File: src/rtl/rv32m_pkg.sv
// Shared definitions for the RV32M multiply/divide unit: funct3 codes,
// FSM state encoding and the two special-case result constants.
package rv32m_pkg;

    localparam logic [2:0] F3_MUL    = 3'b000;
    localparam logic [2:0] F3_MULH   = 3'b001;
    localparam logic [2:0] F3_MULHSU = 3'b010;
    localparam logic [2:0] F3_MULHU  = 3'b011;
    localparam logic [2:0] F3_DIV    = 3'b100;
    localparam logic [2:0] F3_DIVU   = 3'b101;
    localparam logic [2:0] F3_REM    = 3'b110;
    localparam logic [2:0] F3_REMU   = 3'b111;

    typedef enum logic [1:0] {
        IDLE = 2'd0,
        RUN  = 2'd1,
        DONE = 2'd2
    } state_e;

    localparam logic [31:0] INT_MIN  = 32'h8000_0000;
    localparam logic [31:0] ALL_ONES = 32'hFFFF_FFFF;

endpackage

File: src/rtl/rv32m_muldiv_if.sv
// Request/response bundle between the core control path and the muldiv unit.
interface rv32m_muldiv_if #(parameter int XLEN = 32);

    logic            start;
    logic [2:0]      funct3;
    logic [XLEN-1:0] op_a;
    logic [XLEN-1:0] op_b;
    logic            busy;
    logic            done;
    logic [XLEN-1:0] result;

    modport master (output start, funct3, op_a, op_b,
                    input  busy, done, result);

    modport slave  (input  start, funct3, op_a, op_b,
                    output busy, done, result);

endinterface

File: src/rtl/rv32m_sign_fix.sv
// Final result selection: applies operand signs to the unsigned product,
// quotient and remainder, and substitutes the divide-by-zero and signed
// overflow results.
module rv32m_sign_fix
    import rv32m_pkg::*;
#(
    parameter int XLEN = 32
) (
    input  logic [2:0]        funct3,
    input  logic [2*XLEN-1:0] acc,
    input  logic [XLEN-1:0]   mag_a,
    input  logic [XLEN-1:0]   mag_b,
    input  logic              sign_a,
    input  logic              sign_b,
    output logic [XLEN-1:0]   result
);

    logic [2*XLEN-1:0] prod;
    logic [XLEN-1:0]   quo;
    logic [XLEN-1:0]   rem;
    logic              div0;
    logic              ovf;

    // Sign correction and per-funct3 selection. A zero divisor leaves the
    // dividend magnitude in the remainder half, so REM/REMU by zero return
    // op_a without a dedicated path.
    always_comb begin
        prod   = (sign_a ^ sign_b) ? -acc : acc;
        quo    = (sign_a ^ sign_b) ? -acc[XLEN-1:0] : acc[XLEN-1:0];
        rem    = sign_a ? -acc[2*XLEN-1:XLEN] : acc[2*XLEN-1:XLEN];
        div0   = (mag_b == '0);
        ovf    = sign_a && sign_b && (mag_a == INT_MIN) && (mag_b == XLEN'(1));
        result = '0;
        case (funct3)
            F3_MUL:                       result = prod[XLEN-1:0];
            F3_MULH, F3_MULHSU, F3_MULHU: result = prod[2*XLEN-1:XLEN];
            F3_DIV, F3_DIVU:              result = div0 ? ALL_ONES : (ovf ? INT_MIN : quo);
            default:                      result = ovf ? '0 : rem;
        endcase
    end

endmodule

File: src/rtl/rv32m_muldiv.sv
// Iterative RV32M unit: one radix-2 shift-add or restoring-subtract step per
// cycle on operand magnitudes, sign fixup in the DONE state.
module rv32m_muldiv
    import rv32m_pkg::*;
#(
    parameter int XLEN = 32,
    parameter int ITER = 32
) (
    input  logic           clk,
    input  logic           RST,
    rv32m_muldiv_if.slave  bus
);

    localparam int CW = $clog2(ITER);

    state_e            state, state_nxt;
    logic [CW-1:0]     cnt;
    logic [CW-1:0]     idx;
    logic [2:0]        f3;
    logic              sa, sb;
    logic              a_signed, b_signed;
    logic [XLEN-1:0]   ma, mb;
    logic [2*XLEN-1:0] acc, acc_step;
    logic [XLEN:0]     r_sh, diff;
    logic [XLEN-1:0]   res_fix, res_q;
    logic              done_q;

    // Operand bits are consumed MSB first; ITER == XLEN makes ~cnt the index.
    assign idx = ~cnt;

    // Which operands are treated as signed for the incoming request.
    always_comb begin
        a_signed = 1'b0;
        b_signed = 1'b0;
        case (bus.funct3)
            F3_MULH, F3_DIV, F3_REM: begin
                a_signed = 1'b1;
                b_signed = 1'b1;
            end
            F3_MULHSU: a_signed = 1'b1;
            default: ;
        endcase
    end

    // One iteration. Divide keeps remainder in acc[63:32] and shifts quotient
    // bits into acc[31:0]; the remainder never exceeds the divisor, so a
    // 33-bit difference is enough to detect the borrow.
    always_comb begin
        r_sh     = {acc[2*XLEN-1:XLEN], ma[idx]};
        diff     = r_sh - {1'b0, mb};
        acc_step = acc;
        if (f3[2]) begin
            if (!diff[XLEN]) acc_step = {diff[XLEN-1:0], acc[XLEN-2:0], 1'b1};
            else             acc_step = {r_sh[XLEN-1:0], acc[XLEN-2:0], 1'b0};
        end else begin
            acc_step = {acc[2*XLEN-2:0], 1'b0} + (mb[idx] ? {{XLEN{1'b0}}, ma} : '0);
        end
    end

    rv32m_sign_fix #(.XLEN(XLEN)) u_sign_fix (
        .funct3 (f3),
        .acc    (acc),
        .mag_a  (ma),
        .mag_b  (mb),
        .sign_a (sa),
        .sign_b (sb),
        .result (res_fix)
    );

    // State register.
    always_ff @(posedge clk) begin
        if (RST) state <= IDLE;
        else     state <= state_nxt;
    end

    // Next state: accept only from IDLE, 32 RUN steps, one DONE cycle.
    always_comb begin
        state_nxt = state;
        case (state)
            IDLE:    if (bus.start) state_nxt = RUN;
            RUN:     if (cnt == CW'(ITER - 1)) state_nxt = DONE;
            DONE:    state_nxt = IDLE;
            default: state_nxt = IDLE;
        endcase
    end

    // Operand capture, iteration datapath and registered result/done pulse.
    always_ff @(posedge clk) begin
        if (RST) begin
            cnt    <= '0;
            f3     <= '0;
            sa     <= 1'b0;
            sb     <= 1'b0;
            ma     <= '0;
            mb     <= '0;
            acc    <= '0;
            res_q  <= '0;
            done_q <= 1'b0;
        end else begin
            done_q <= 1'b0;
            case (state)
                IDLE: if (bus.start) begin
                    f3  <= bus.funct3;
                    sa  <= a_signed & bus.op_a[XLEN-1];
                    sb  <= b_signed & bus.op_b[XLEN-1];
                    ma  <= (a_signed && bus.op_a[XLEN-1]) ? -bus.op_a : bus.op_a;
                    mb  <= (b_signed && bus.op_b[XLEN-1]) ? -bus.op_b : bus.op_b;
                    acc <= '0;
                    cnt <= '0;
                end
                RUN: begin
                    acc <= acc_step;
                    cnt <= cnt + CW'(1);
                end
                DONE: begin
                    res_q  <= res_fix;
                    done_q <= 1'b1;
                end
                default: ;
            endcase
        end
    end

    // busy covers RUN, DONE and the done pulse cycle itself.
    assign bus.busy   = (state != IDLE) || done_q;
    assign bus.done   = done_q;
    assign bus.result = res_q;

endmodule

File: src/flat_wrapper.sv
// flat-port wrapper written by rule: the top's interface ports become plain ports
module rv32m_muldiv_flat import rv32m_pkg::*;
#(
    parameter int XLEN = 32,
    parameter int ITER = 32
)
  (clk, RST, bus_start, bus_funct3, bus_op_a, bus_op_b, bus_busy, bus_done, bus_result);
  rv32m_muldiv_if #(.XLEN(XLEN)) bus_i ();
  input  logic clk;
  input  logic RST;
  input wire logic [$bits(bus_i.start)-1:0] bus_start;
  input wire logic [$bits(bus_i.funct3)-1:0] bus_funct3;
  input wire logic [$bits(bus_i.op_a)-1:0] bus_op_a;
  input wire logic [$bits(bus_i.op_b)-1:0] bus_op_b;
  output wire logic [$bits(bus_i.busy)-1:0] bus_busy;
  output wire logic [$bits(bus_i.done)-1:0] bus_done;
  output wire logic [$bits(bus_i.result)-1:0] bus_result;
  assign bus_i.start = bus_start;
  assign bus_i.funct3 = bus_funct3;
  assign bus_i.op_a = bus_op_a;
  assign bus_i.op_b = bus_op_b;
  assign bus_busy = bus_i.busy;
  assign bus_done = bus_i.done;
  assign bus_result = bus_i.result;
  rv32m_muldiv #(.XLEN(XLEN), .ITER(ITER)) u_core (.clk(clk), .RST(RST), .bus(bus_i));
endmodule
File: config.mk
export PLATFORM = sky130hd
export DESIGN_NAME = rv32m_muldiv_flat
export DESIGN_NICKNAME = d
export VERILOG_FILES = /design/src/rtl/rv32m_pkg.sv /design/src/rtl/rv32m_muldiv_if.sv /design/src/rtl/rv32m_sign_fix.sv /design/src/rtl/rv32m_muldiv.sv /design/src/flat_wrapper.sv
export SDC_FILE = /design/constraint.sdc
export NUM_CORES = 1
export LEC_CHECK = 0
export CAP_MARGIN = 20
export CELL_PAD_IN_SITES_DETAIL_PLACEMENT = 0
export CELL_PAD_IN_SITES_GLOBAL_PLACEMENT = 2
export CORE_UTILIZATION = 36
export CTS_BUF_LIST = sky130_fd_sc_hd__clkbuf_4 sky130_fd_sc_hd__clkbuf_8
export CTS_CLUSTER_DIAMETER = 100
export CTS_CLUSTER_SIZE = 28
export DETAILED_ROUTE_END_ITERATION = 10
export GPL_ROUTABILITY_DRIVEN = 0
export PLACE_DENSITY_LB_ADDON = 0.1
export SYNTH_ARGS = -nofsm -noshare
export SYNTH_HDL_FRONTEND = slang
export SYNTH_HIERARCHICAL = 1
export SYNTH_SLANG_ARGS = --single-unit
export TNS_END_PERCENT = 5
File: constraint.sdc
create_clock -name clk -period 6.8 [get_ports clk]
set_clock_uncertainty 0.05 [all_clocks]
set_input_delay 0.68 -clock clk [delete_from_list [all_inputs] [get_ports clk]]
set_output_delay 0.68 -clock clk [all_outputs]
set_load 0.005 [all_outputs]
# Word level (Yosys, flattened, before mapping)
# Cells that the tools add are included.
dict set report op_classes {
  addsub 8
  eq_ne 16
  n_mux 26
  n_lt_le_gt_ge 1
  reduce_logical 18
  bitwise_logic 4
}
# op count
set op_table {}
lappend op_table {{$mux W32} 8}
lappend op_table {{$mux W64} 4}
lappend op_table {{$neg A32 Y32} 4}
lappend op_table {{$pmux W64 S2} 1}
lappend op_table {{$pmux W32 S3} 1}
lappend op_table {{$add A64 B64 Y64} 1}
lappend op_table {{$neg A64 Y64} 1}
lappend op_table {{$sub A33 B32 Y33} 1}
lappend op_table {{$eq A32 B1 Y1 const B} 1}
lappend op_table {{$eq A32 B32 Y1 const B} 1}
lappend op_table {{$logic_not A32 Y1} 1}
lappend op_table {{$eq A3 B3 Y1 const B} 4}
lappend op_table {{$bmux W1 S5} 2}
lappend op_table {{$pmux W5 S2} 1}
lappend op_table {{$eq A3 B2 Y1 const B} 3}
lappend op_table {{$eq A3 B1 Y1 const B} 2}
lappend op_table {{$lt A5 B6 Y1 const B} 1}
lappend op_table {{$reduce_and A2 Y1} 3}
lappend op_table {{$reduce_or A3 Y1} 2}
lappend op_table {{$add A5 B1 Y5 const B} 1}
lappend op_table {{$eq A5 B5 Y1 const B} 1}
lappend op_table {{$logic_and A1 B1 Y1} 5}
lappend op_table {{$mux W1} 5}
lappend op_table {{$mux W5} 1}
lappend op_table {{other kinds (15)} 18}
dict set report totals {
  reg_bits 173
  output_inout_bits 34
}

# Longest topological paths before layout
# Gate-level depths: netlist of run 1.
dict set report depth {
  ltp_word 7
  ltp_mapped 19
  depth_no_buf 15
}

# Hierarchy
# The synthesis of run 1 kept the hierarchy.
# mod n_inst area_each_um2 cells_each
set by_module_without_submodules {}
lappend by_module_without_submodules {rv32m_muldiv 1 12783.5 1661}
lappend by_module_without_submodules {rv32m_sign_fix 1 3344.5 522}

# Least setup slack after synthesis of run 1
# Ideal clock, no wire load.
dict set report synth_timing {
  path_type {register to register}
  startpoint {register u_core.cnt[0]}
  endpoint {register u_core.acc[62]}
  stages_incl_launch_ff 18
  slack_ps 1680
  required_time_ps 6663
  n_path_buf 3
  arrival_time_ps 4983
  path_cell_list {dfxtp_1 buf_2 buf_1 mux4_2 mux4_2 mux2i_1 clkbuf_1 nor2b_1 ha_1 a211oi_1 o211ai_1 a221oi_2 o311ai_1 o21ai_1 o21a_1 nor3_1 mux2_2 o31ai_1}
}
dict set report synth_between {
  elab_chain_cells 7
  elab_cells_between_ends 11
  cone_classes {add/sub: 2; mux: 8; bitwise: 1}
}
# element line_no
set synth_lines {}
lappend synth_lines {{start: declaration} rv32m_muldiv.sv:17} ;# logic [CW-1:0] cnt;
lappend synth_lines {{start signal: assignment} rv32m_muldiv.sv:113} ;# cnt <= cnt + CW'(1);
lappend synth_lines {{$not A5 Y5 *} rv32m_muldiv.sv:29} ;# assign idx = ~cnt;
lappend synth_lines {{$bmux W1 S5 (on tied branches)} {rv32m_muldiv.sv:56, rv32m_muldiv.sv:49}}
lappend synth_lines {{$mux W1 (on tied branches)} {rv32m_muldiv.sv:56, rv32m_muldiv.sv:49}}
lappend synth_lines {{$mux W32 / $sub A33 B32 Y33 (equally long branches)} {rv32m_muldiv.sv:56, rv32m_muldiv.sv:50}}
lappend synth_lines {{$add A64 B64 Y64 / $mux W64 (equally long branches)} {rv32m_muldiv.sv:56, rv32m_muldiv.sv:53}}
lappend synth_lines {{$mux W64 *} rv32m_muldiv.sv:52} ;# if (f3[2]) begin
lappend synth_lines {{$pmux W64 S2 *} rv32m_muldiv.sv:101} ;# case (state)
lappend synth_lines {{end signal: assignment} rv32m_muldiv.sv:112} ;# acc <= acc_step;
lappend synth_lines {{end: declaration} rv32m_muldiv.sv:23} ;# logic [2*XLEN-1:0] acc, acc_step;
# Mark *: on every way between the ends. The rest lies on a longest branch, timed or not. The select of a mux whose other input is x is not followed.
# A chain may end at the register's enable or synchronous reset.

# Worst setup path in the final report of run 1
dict set report layout_timing {
  startpoint {register u_core.cnt[0]}
  endpoint {register u_core.acc[45]}
}
# Same word-level chain as after synthesis.

==> qor.yml, run 1 <==
grt_max_degree: 78
regToRegSetupSlack_ps: 990
p_leak_nw: 6.577
port_buffers: 103
syn_to_final_growth_pct: 12.88
fillers: 4594
power.share.sequential: 0.423
r2r_start: "u_core/cnt[0]"
clkTransAtPathRegs_ps: 120
htree_levels: 4
vias_per_cell: 6.005
rsz0062_at_grt: "false"
wl_per_cell_um: 22.08
die_h_um: 213.7
min_from: "u_core/bus.result[7]"
cts.hold.buffers_added: 0
synth_edf_count: 0
cts-resized-gates: 0
crit_fanout: 11
io_pins: 104
cts_buffer_depth: 2
grt_first_pass_wirelength_um: 95630
critPathKind: "reg -> reg"
setup_violations: 0
fin_ws_ps: 990.9
ys_seq_elements: 173
antenna_cells: 0
hold_path.class: "reg -> reg"
clock_latency_ps: 540
numPlacedInstances: 2782
tightest_slew_ps: 1027
finalCritPeriodShare: 0.8543
syn_nets: 2325
crit_arrival_ps: 6180
fin_cells: 2815
startpoint_type: "register"
track_usage: 0.2749
yosys.area.top_type_share: 0.2147
maxSlewViolCount: 0
max_stage_delay_ps: 680
cts_tree: "done"
cp-end-kind: "register"
drt_first_iter_violations: 1520
ff2ff_path_depth: 16
maxCapViolCount: 0
cts_sinks: 173
period_minus_slack_ps: 5809
path_cells: "buf_4 -> mux4_2 -> mux4_2 -> mux2i_2 -> nor2b_1 -> ha_1 -> fa_1 -> a211oi_1 -> o21ai_1 -> o211ai_1 -> and2_1 -> a211oi_2 -> o21ai_0 -> xnor2_1 -> a211oi_1 -> a2111oi_0"
combPwrFrac: 0.282
multiInputGateArea_mm2: 0.01192
cts_buffers: 17
timing.rr.end: "u_core/acc[45]"
outcome: "completed"
synth_top_area_cell: "dfxtp_1"
drc_errors: 0
grt_overflow: 0
critical_path_required_ps: 7170
slowest_stage: "o21ai_0"
dp_hpwl_um: 46260
switching_share: 0.3828
post-cts-setup-buffer-count: 0
whs_endpoint: "u_core/bus.result[7]"
antenna_found_initial: 0
std_cell_rows: 77
register_area_mm2: 0.003463
ys_seq_area_frac: 0.2147
tns_ps: 0
hold_depth: 2
ir_drop_mv: 0.09409
pre_cts_slack_ps: 992.1
cts.root.buffer_cell: "clkbuf_8"
antenna_left: 0
syn_area_mm2: 0.01613
core_mm2: 0.04422
nets: 2352
mostFrequentLayoutCell: "nand2_1"
async_flop_share: 0
drive_above_1_share: 0.07197
power_per_cell_area_mw_per_mm2: 146.2
final_cell_area_mm2: 0.01821
p_int_mw: 1.643
hold_viol_final: 0
p_clk_frac: 0.294
final_cell_mix: "nand2_1 (246), nor2_1 (183), a21oi_1 (173), dfxtp_1 (173), xnor2_1 (128)"
num_vias: 16910
syn-instance-count: 2183
ys_warn_count: 6
synth_area_leaders: "dfxtp_1 (21%), xnor2_1 (7.0%), nand2_1 (5.7%)"
netSwitchingPower_mw: 1.019
dieArea_mm2: 0.04565
grt_pass1_vias: 15810
max_freq_mhz: 172.1
syn_avg_cell_area_um2: 7.388
synthDistinctLibCells: 81
synth_flop_cell: "dfxtp_1"
dr.pass1.iters: 5
start_util: 0.3647
place_area_mm2: 0.01778
slew_headroom: 0.3147
die_w_um: 213.7
drt_wl_total_um: 62160
worst max-delay path: cells and delay by family, from the launching register on:
kind | cells | cell delay [ps]
AOI/OAI and AO/OA | 7 | 2060
xor gates and xnor gates | 1 | 190
adders and majority gates | 2 | 670
buffers and inverters | 1 | 290
DFF | 1 | 550
muxes | 3 | 1480
and+or+nand+nor | 2 | 380
final cells by class:
type	count	share of cell area
Tap cell	592	0.04069
Inverter	67	0.01381
Clock inverter	15	0.009691
Timing Repair Buffer	155	0.07814
Clock buffer	17	0.01285
Multi-Input combinational cell	1796	0.6546
Sequential cell	173	0.1902
cells in the mapped netlist (all sizes together), types with 4 or more instances:
master / instances
o21bai: 9
xnor2: 128
nand2b: 16
xor2: 66
a21oi: 174
o221ai: 12
a21o: 30
nand2: 246
nand4: 32
a21boi: 7
nand3b: 10
inv: 67
ha: 70
and3: 22
nor2: 186
clkbuf: 124
a211oi: 80
o211ai: 37
nor3: 52
a31oi: 24
a22o: 4
o31ai: 37
dfxtp: 173
mux2i: 25
o21ai: 114
a311oi: 14
or3: 34
a22oi: 27
and4: 5
mux4: 20
o31a: 5
nand3: 57
o21a: 7
nor3b: 5
o41ai: 26
nor2b: 44
buf: 23
a221oi: 23
a222oi: 8
or4: 20
or2: 20
and2: 17
nor4: 37
metal layers:
layer,share of wire,up-vias,global-route usage
met3,0.059,78,0.03325
li1,-,8163,-
met1,0.46,8097,0.3854
met5,0,-,0
met2,0.45,567,0.4361
met4,0.024,0,0.08867
metrics by stage:
| step | hold slack, ps | utilization | total power [mW] |
|---|---|---|---|
| after floorplan | 385.1 | - | 1.608 |
| after global placement | 396.7 | 0.4021 | 1.888 |
| after detailed placement | 398.0 | 0.4021 | 1.889 |
| after CTS | 411.6 | 0.4114 | 2.678 |
| after global routing | 427.1 | 0.4117 | 2.795 |
| final | 407.9 | 0.4117 | 2.662 |
power groups by stage:
stage	registers (mW)	logic, mW	clock network [mW]
after global routing	1.13	0.816	0.845
after CTS	1.13	0.742	0.810
after floorplan	1.11	0.498	0
after global placement	1.15	0.738	0
after detailed placement	1.15	0.739	0
final	1.13	0.751	0.783
worst max-delay path by stage:
stage,start,end,slack [ps],cells after the start
after global routing,u_core/cnt[0],u_core/acc[45],660,16
after floorplan,u_core/cnt[0],u_core/acc[62],1680,17
after detailed placement,u_core/cnt[0],u_core/acc[45],990,16
final,u_core/cnt[0],u_core/acc[45],990,16
after global placement,u_core/cnt[0],u_core/acc[45],1140,16
after CTS,u_core/cnt[0],u_core/acc[45],920,16
kinds of logic (layout without fill, tap and decap cells):
family,after synthesis,after routing,share of synthesized area
fa+ha+maj,72,72,0.05679
flops,173,173,0.2147
simple gates,811,811,0.2471
xor+xnor,194,194,0.1054
compound gates,672,672,0.2802
buf+inv,214,254,0.05097
mux,47,47,0.04484
sequential cells by signal, summed over array words and instances (netlist names):
signal / flops
u_core/acc: 64
u_core/bus.done: 1
u_core/bus.result: 32
u_core/cnt: 5
u_core/f3: 3
u_core/ma: 32
u_core/mb: 32
u_core/sa: 1
u_core/sb: 1
u_core/state: 2
Power figures use the tool's default switching activity.
==> inputs of run 2 (changes only) <==
--- a/config.mk
+++ b/config.mk
@@ -14,7 +14,8 @@
 export CTS_CLUSTER_SIZE = 28
 export DETAILED_ROUTE_END_ITERATION = 10
 export GPL_ROUTABILITY_DRIVEN = 0
-export PLACE_DENSITY_LB_ADDON = 0.1
+export GPL_TIMING_DRIVEN = 0
+export PLACE_DENSITY = 0.8
 export SYNTH_ARGS = -nofsm -noshare
 export SYNTH_HDL_FRONTEND = slang
 export SYNTH_HIERARCHICAL = 1
==> run 2 against run 1 <==
- via count grew 4.0%
- total power grew 4.0%
- register-to-register slack lost 520 ps
- critical path depth grew 2
==> qor.yml, run 2 (synthesis gave the netlist of run 1 again) <==
maxSlewViolCount: 0
grt_overflow: 0
track_usage: 0.2955
std_cell_rows: 77
io_pins: 104
num_vias: 17580
outcome: "completed"
crit_fanout: 10
antenna_found_initial: 1
dr.pass1.iters: 6
r2r_start: "u_core/cnt[0]"
path_cells: "buf_2 -> buf_2 -> mux4_2 -> mux4_2 -> mux2i_1 -> ha_1 -> inv_1 -> fa_1 -> a211oi_1 -> o21ai_1 -> o211ai_1 -> a21oi_1 -> a2bb2oi_2 -> mux2i_1 -> nand2_1 -> buf_2 -> nand2_1 -> o221ai_1"
cts_sinks: 173
cts-resized-gates: 3
mostFrequentLayoutCell: "nand2_1"
hold_path.class: "reg -> reg"
max_stage_delay_ps: 630
min_from: "u_core/bus.result[26]"
grt_max_degree: 17
port_buffers: 102
hold_viol_final: 0
fin_ws_ps: 467.0
setup_violations: 0
hold_depth: 2
largest_register_ffs: 64
post-cts-setup-buffer-count: 0
htree_levels: 4
finalCritPeriodShare: 0.9313
utilization: 0.4157
crit_buf_inv: 4
critPathLaunch: "u_core/cnt[0]"
power_per_cell_area_mw_per_mm2: 150.6
final_cell_mix: "nand2_1 (246), nor2_1 (186), a21oi_1 (174)"
startpoint_type: "register"
dp_hpwl_um: 53670
rsz0062_at_grt: "false"
maxCapViolCount: 0
die_h_um: 213.7
nets: 2449
crit_arrival_ps: 6670
pre_cts_slack_ps: -236.3
largest_register: "u_core/acc"
core_mm2: 0.04422
cp-end-kind: "register"
tightest_slew_ps: 1071
antenna_cells: 0
clock_latency_ps: 540
period_minus_slack_ps: 6333
crit_family: "multiplexers"
syn_to_final_growth_pct: 13.98
slowest_stage: "mux2i_1"
grt_pass1_vias: 16450
ff2ff_path_depth: 18
ir_drop_mv: 0.1077
cts_buffers: 17
whs_endpoint: "u_core/bus.result[26]"
start_util: 0.3647
regToRegSetupSlack_ps: 470
clkTransAtPathRegs_ps: 110
drt_wl_total_um: 67180
fillers: 4728
drive_above_1_share: 0.04784
cts.hold.buffers_added: 0
slew_headroom: 0.2860
cts_buffer_depth: 2
wl_per_cell_um: 23.07
grt_first_pass_wirelength_um: 101300
critical_path_required_ps: 7140
drt_first_iter_violations: 1574
die_w_um: 213.7
max_freq_mhz: 157.9
p_leak_nw: 6.556
drc_errors: 0
dieArea_mm2: 0.04565
vias_per_cell: 6.037
timing.rr.end: "u_core/acc[41]"
critPathKind: "reg -> reg"
cts_tree: "done"
cp.depth: 18
antenna_left: 0
cts.root.buffer_cell: "clkbuf_8"
cpMostUsedCell: "buf_2"
## run 2: cell types whose count changed in the layout (fill, tap and decap cells not counted), sizes merged
cell / before / now
bufinv: 1 / 4
clkinv: 5 / 1
clkbuf: 17 / 143
inv: 75 / 73
buf: 53 / 26
clkinvlp: 1 / 2
## run 2: through the flow
stage	power, mW	hold WS (ps)	setup TNS, ps	instance area [um2]	cells
floorplan	1.608	385.1	0	16130	2183
global placement	1.906	392.5	-500.0	17890	2877
detailed placement	1.911	399.1	-804.0	17910	2879
CTS	2.771	412.5	0	18370	2911
global route	2.894	428.2	0	18380	2912
finish	2.769	407.4	0	18380	2912
## run 2: layout make-up
cell class / count / area, um2 / area share
inverters: 67 / 251.5 / 0.01368
plain buffers: 147 / 574.3 / 0.03124
well taps: 592 / 740.7 / 0.04029
multi-input cells: 1796 / 11860 / 0.6450
repair buffers: 105 / 1039 / 0.05649
flip-flops and latches: 173 / 3463 / 0.1884
clock buffers: 19 / 261.5 / 0.01423
clock inverters: 13 / 196.4 / 0.01069
## run 2: worst max path at each step
stage	slack, ps	end
finish	470	u_core/acc[41]
global route	90	u_core/acc[0]
CTS	190	u_core/acc[62]
detailed placement	-240	u_core/acc[62]
global placement	-190	u_core/acc[62]
floorplan	1680	u_core/acc[62]
## run 2: routing by layer
layer  up-vias  GRT usage  wire length [um]
met4         2     0.1303              2884
met1      8365     0.4012             29700
met3       139    0.04145              4808
met2       725     0.4644             29770
met5         -          0                15
li1       8348          -                 -
## run 2: worst register-to-register path: stages, from the launching register on
cell,delay (ps)
dfxtp_1,350
buf_2,250
buf_2,370
mux4_2,570
mux4_2,520
mux2i_1,360
ha_1,250
inv_1,50
fa_1,420
a211oi_1,240
o21ai_1,230
o211ai_1,440
a21oi_1,180
a2bb2oi_2,240
mux2i_1,630
nand2_1,290
buf_2,310
nand2_1,270
o221ai_1,170
## run 2: where the power goes
part           switching [mW]  total [mW]  internal (mW)  leakage [nW]
Combinational           0.515       0.794          0.279          4.92
Sequential             0.0602        1.11           1.05          1.41
Clock                   0.434       0.860          0.427         0.225
